<file path="src/rtl/fixed_point_pkg.sv">
// Shared signed fixed-point format (Q16.16) plus the divider's sizing constants and FSM states.
package fixed_point;

  localparam int fraction_w = 16;

  typedef logic signed [31:0] fixed_point_t;

  localparam int FP_W         = $bits(fixed_point_t);
  localparam int FP_DIV_STEPS = FP_W + fraction_w;
  localparam int FP_DIV_CNT_W = $clog2(FP_DIV_STEPS + 1);

  typedef enum logic [1:0] {
    FP_DIV_IDLE,
    FP_DIV_DIVIDE,
    FP_DIV_DONE
  } fp_div_state_t;

endpackage

</file>
<file path="src/rtl/fixed_point_div.sv">
// Sequential signed fixed-point divider: result = (op1 << F) / op2, truncated toward zero,
// one restoring step per clock on magnitudes with sign fix-up on completion.
module fixed_point_div
  import fixed_point::*;
(
  input  logic         clk,
  input  logic         rst,
  input  logic         in_valid,
  output logic         in_ready,
  input  fixed_point_t op1,
  input  fixed_point_t op2,
  output logic         out_valid,
  input  logic         out_ready,
  output fixed_point_t result,
  output logic         overflow,
  output logic         div_by_zero
);

  localparam int W = FP_W;
  localparam int F = fraction_w;
  localparam int N = FP_DIV_STEPS;

  localparam logic [N-1:0] Q_NEG_MAX = {{F{1'b0}}, 1'b1, {(W-1){1'b0}}};
  localparam logic [N-1:0] Q_POS_MAX = Q_NEG_MAX - 1'b1;

  fp_div_state_t           state_q;
  logic [FP_DIV_CNT_W-1:0] cnt_q;
  logic [W:0]              rem_q;
  logic [N-1:0]            q_q;
  logic [W-1:0]            div_q;
  logic                    sign_q;
  fixed_point_t            result_q;
  logic                    overflow_q;
  logic                    dbz_q;

  logic [W:0]   rem_sh;
  logic         q_bit;
  logic [W:0]   rem_d;
  logic [N-1:0] q_d;

  // Magnitude as unsigned; the most-negative value maps to 2^(W-1).
  function automatic logic [W-1:0] abs_mag(input fixed_point_t x);
    logic [W-1:0] u;
    u = x;
    return x[W-1] ? (~u + 1'b1) : u;
  endfunction

  function automatic logic fix_overflow(input logic neg, input logic [N-1:0] mag);
    return neg ? (mag > Q_NEG_MAX) : (mag > Q_POS_MAX);
  endfunction

  function automatic fixed_point_t fix_result(input logic neg, input logic [N-1:0] mag);
    logic [W-1:0] lo;
    lo = mag[W-1:0];
    return neg ? fixed_point_t'(~lo + 1'b1) : fixed_point_t'(lo);
  endfunction

  // Restoring step: dividend bits stream out of Q's MSB while quotient bits enter its LSB.
  always_comb begin
    rem_sh = (rem_q << 1) | {{W{1'b0}}, q_q[N-1]};
    q_bit  = (rem_sh >= {1'b0, div_q});
    rem_d  = q_bit ? (rem_sh - {1'b0, div_q}) : rem_sh;
    q_d    = {q_q[N-2:0], q_bit};
  end

  always_ff @(posedge clk or posedge rst) begin
    if (rst) begin
      state_q    <= FP_DIV_IDLE;
      cnt_q      <= '0;
      rem_q      <= '0;
      q_q        <= '0;
      div_q      <= '0;
      sign_q     <= 1'b0;
      result_q   <= '0;
      overflow_q <= 1'b0;
      dbz_q      <= 1'b0;
    end else begin
      case (state_q)
        FP_DIV_IDLE: begin
          if (in_valid) begin
            sign_q  <= op1[W-1] ^ op2[W-1];
            div_q   <= abs_mag(op2);
            q_q     <= {abs_mag(op1), {F{1'b0}}};
            rem_q   <= '0;
            cnt_q   <= '0;
            state_q <= FP_DIV_DIVIDE;
          end
        end
        FP_DIV_DIVIDE: begin
          // A zero divisor is caught on the first cycle after capture.
          if (div_q == '0) begin
            result_q   <= '0;
            overflow_q <= 1'b1;
            dbz_q      <= 1'b1;
            state_q    <= FP_DIV_DONE;
          end else begin
            rem_q <= rem_d;
            q_q   <= q_d;
            cnt_q <= cnt_q + 1'b1;
            if (cnt_q == FP_DIV_CNT_W'(N - 1)) begin
              result_q   <= fix_result(sign_q, q_d);
              overflow_q <= fix_overflow(sign_q, q_d);
              dbz_q      <= 1'b0;
              state_q    <= FP_DIV_DONE;
            end
          end
        end
        FP_DIV_DONE: begin
          if (out_ready) state_q <= FP_DIV_IDLE;
        end
        default: state_q <= FP_DIV_IDLE;
      endcase
    end
  end

  assign in_ready    = (state_q == FP_DIV_IDLE);
  assign out_valid   = (state_q == FP_DIV_DONE);
  assign result      = result_q;
  assign overflow    = overflow_q;
  assign div_by_zero = dbz_q;

endmodule
</file>
<file path="config.mk">
export PLATFORM = sky130hd
export DESIGN_NAME = fixed_point_div
export DESIGN_NICKNAME = d
export VERILOG_FILES = /design/src/rtl/fixed_point_pkg.sv /design/src/rtl/fixed_point_div.sv
export SDC_FILE = /design/constraint.sdc
export NUM_CORES = 1
export LEC_CHECK = 0
export CAP_MARGIN = 30
export CORE_MARGIN = 2
export CORE_UTILIZATION = 35
export DETAILED_ROUTE_END_ITERATION = 6
export GPL_ROUTABILITY_DRIVEN = 0
export PLACE_DENSITY_LB_ADDON = 0.25
export SLEW_MARGIN = 20
export SYNTH_ARGS = -nofsm -noshare
export SYNTH_HDL_FRONTEND = slang
export SYNTH_SLANG_ARGS = --single-unit
</file>
<file path="constraint.sdc">
create_clock -name clk -period 5.7 [get_ports clk]
set_input_delay 0.855 -clock clk [delete_from_list [all_inputs] [get_ports clk]]
set_output_delay 0.855 -clock clk [all_outputs]
set_load 0.05 [all_outputs]
</file>
==> metrics.txt <==
status completed; Die Span Y 173 µm; YS warnings 0; fin util 0.434; Reg2Reg Depth 19; CTS tree yes; async set-reset flop share out of synthesis 1.00; top-area cell type share of the netlist area 0.388; fin. max-slew vios 0; Synth area leaders dfrtp_1, o21ai_0, xor2_1; start point of the critical path div_q[26]; Sink Count 155; Total Power 7.62 mW; Core Region 27,900 µm²; cts repair resizes 0; Pwr per Cell Area 628 nW/µm²; clk_lat worst skew 0.43 ns; setup TNS 0 ns; layout cells sized above 1 0.0563; number of max-cap violations 0; Max VDD drop 0.290 mV; Syn Area/Cell 8.28 µm²; Adder-Cell Fraction of Synth Area 0.0470; Crit Path Max Fanout 6; setup bufs post-CTS 0; CP endpoint kind flop; CTS HTree Levels 4; input/output buffers 103; Worst R2R End result[30]; Post-Place Cells 1,642; initial antenna violation count 0; worst hold path class reg -> reg; critical-path cell list inv_1 > ha_1 > a21o_1 > a21o_1 > a21oi_1 > a21oi_1 > a2111oi_0 > buf_4 > o21ai_4 > inv_2 > ha_1 > nand2_1 > or3_1 > or3_4 > or3_1 > or4_4 > o31ai_2 > xor2_1 > o21ai_1; largest family of logic cells by synthesized area compound AO/OA/AOI/OAI gates; Diodes inserted 0; crit path launch type flop; initial core utilization 0.358; Slew HR 0.403; simple-gate share of the synthesized area 0.192; Clock Path Buffers 2; starting DRC count in detailed routing 528; mux cell area share after synthesis 0.0103; vias per inst 5.25; fillers 2,799; maximum number of pins on one net before global-route repair 94; Post-Syn Area 10,000 µm²; fmax 0.211 GHz; number of global-route vias before repair 8,486; Cell Rows 61; DP HPWL 18.8 mm; post-synthesis xor/xnor area fraction 0.0998; total CTS buffers 17; antenna violation net count after detailed routing 0; Synth cell types 61; Die Span X 173 µm; Tot GR Track Use 0.175; crit path DAT 5.04 ns; final setup violating endpoints 0; number of remaining DRC errors 0; reg2reg setup slack 0.96 ns; crit-path max cell delay 0.49 ns; Mapped Nets 1,314; slowest cell on the critical path or4_4; via count 8,793; CP Capture Point result[30]; final clock skew 0.0170 ns; Area Overhead vs Synth 21.2%; Synth area leader dfrtp_1; CP required 6.00 ns; crit path kind reg -> reg; RSZ-0062 raised after global routing false; final worst path period share 0.832; DR WL/cell 15.5 µm; Static Leak 5.13 nW; nets@finish 1,389; register area share after synthesis 0.388; final hold violation count 0; I/O pins 104; GRT overflow 0; min Tclk post-route 4.74 ns; Die ar. 30,000 µm²; cells after synthesis 1,209; EDFF count, synth 0; Min-Delay Path Depth 2; number of synthesized register bits 155; Synth Area in Compound Gates 0.222; Worst Tran Pin Value 0.895 ns; ys flop type dfrtp_1; CTS Hold Bufs 0; CTS clk-pin slew, worst paths 0.07 ns; final non-filler cell total 1,675; first-pass GRT wire length 43.4 mm; Final Routed Wirelength 25.9 mm; clk root buf clkbuf_16; reg2reg start div_q[26]; HP Start result[0]; 1st-pass router iterations 7
## cell type report
cell class              count  area, µm²  area share
multi-input cells         943       5750       0.474
flip-flops and latches    155       3880       0.320
repair buffers            119       1210      0.0997
well taps                 378        473      0.0390
clock buffers              18        439      0.0362
clock inverters            14        196      0.0162
inverters                  48        185      0.0153
## worst max-delay path: cells and delay by family (launching register included)
kind	cells	cell delay, ns
AND/OR/NAND/NOR	5	1.78
AO/OA/AOI/OAI	8	1.43
adder cells (fa/ha/maj)	2	0.52
flip-flops	1	0.39
buffers and inverters	3	0.33
XOR/XNOR	1	0.17
## logic make-up (layout without fill, tap and decap cells)
kind of cell / count (synthesis) / in the layout
flops: 155 / 155
fa+ha+maj: 37 / 37
xor+xnor: 114 / 114
buf+inv: 111 / 199
mux: 10 / 10
simple gates: 409 / 409
compound gates: 373 / 373
## registers in the layout, summed over array words and instances (netlist names)
name / count
q_q: 48
div_by_zero: 1
rem_q: 32
state_q: 2
sign_q: 1
overflow: 1
result: 32
div_q: 32
cnt_q: 6
## report_power, final
group | total [mW] | switching (mW) | internal [mW]
registers | 2.09 | 0.477 | 1.61
clock network | 1.22 | 0.532 | 0.685
logic | 4.31 | 2.51 | 1.80
## Yosys cell counts, types with 7 or more instances
| cell type | number |
|---|---|
| nand3_1 | 41 |
| inv_1 | 47 |
| dfrtp_1 | 155 |
| o31ai_1 | 32 |
| mux2i_1 | 8 |
| nand2_1 | 185 |
| o41ai_1 | 14 |
| nor3_1 | 9 |
| nand4_1 | 8 |
| nor2b_1 | 10 |
| clkbuf_1 | 58 |
| xor2_1 | 88 |
| ha_1 | 36 |
| a31oi_1 | 7 |
| or3_1 | 13 |
| a21o_1 | 15 |
| o21ai_1 | 10 |
| or4_1 | 16 |
| xnor2_1 | 26 |
| o21ai_0 | 171 |
| nor4_1 | 18 |
| a21oi_1 | 72 |
| nor2_1 | 74 |
## stage by stage
step                      hold WS, ns  setup WS, ns  area, µm²
after floorplan                 0.467         0.667      10000
after global placement          0.461          1.12      11400
after detailed placement        0.472          1.01      11500
after CTS                       0.489         0.995      12100
after global routing            0.509         0.705      12100
final                           0.480         0.960      12100
## worst min-delay path by stage
stage,end
2_1_floorplan,rem_q[31]
3_3_place_gp,result[5]
3_5_place_dp,result[3]
4_1_cts,result[3]
5_1_grt,result[11]
6_report,result[0]
## placed cells by master, fill, tap and decap left out, drive strengths merged, types with 8 or more instances in the layout
master / count
nand2: 185
o21ai: 181
dfrtp: 155
clkdlybuf4s50: 103
xor2: 88
nor2: 74
a21oi: 72
inv: 55
nand3: 41
ha: 36
o31ai: 35
xnor2: 26
nor4: 18
clkbuf: 18
or4: 17
or3: 17
buf: 16
a21o: 15
o41ai: 14
nor2b: 10
nor3: 9
nand4: 8
mux2i: 8
## layer usage
layer	track usage	share of wire
met1	0.251	0.50
met2	0.280	0.45
met3	0.0242	0.031
met4	0.0367	0.0097
met5	0	0
Note: power is estimated with default switching activity, not from simulation.
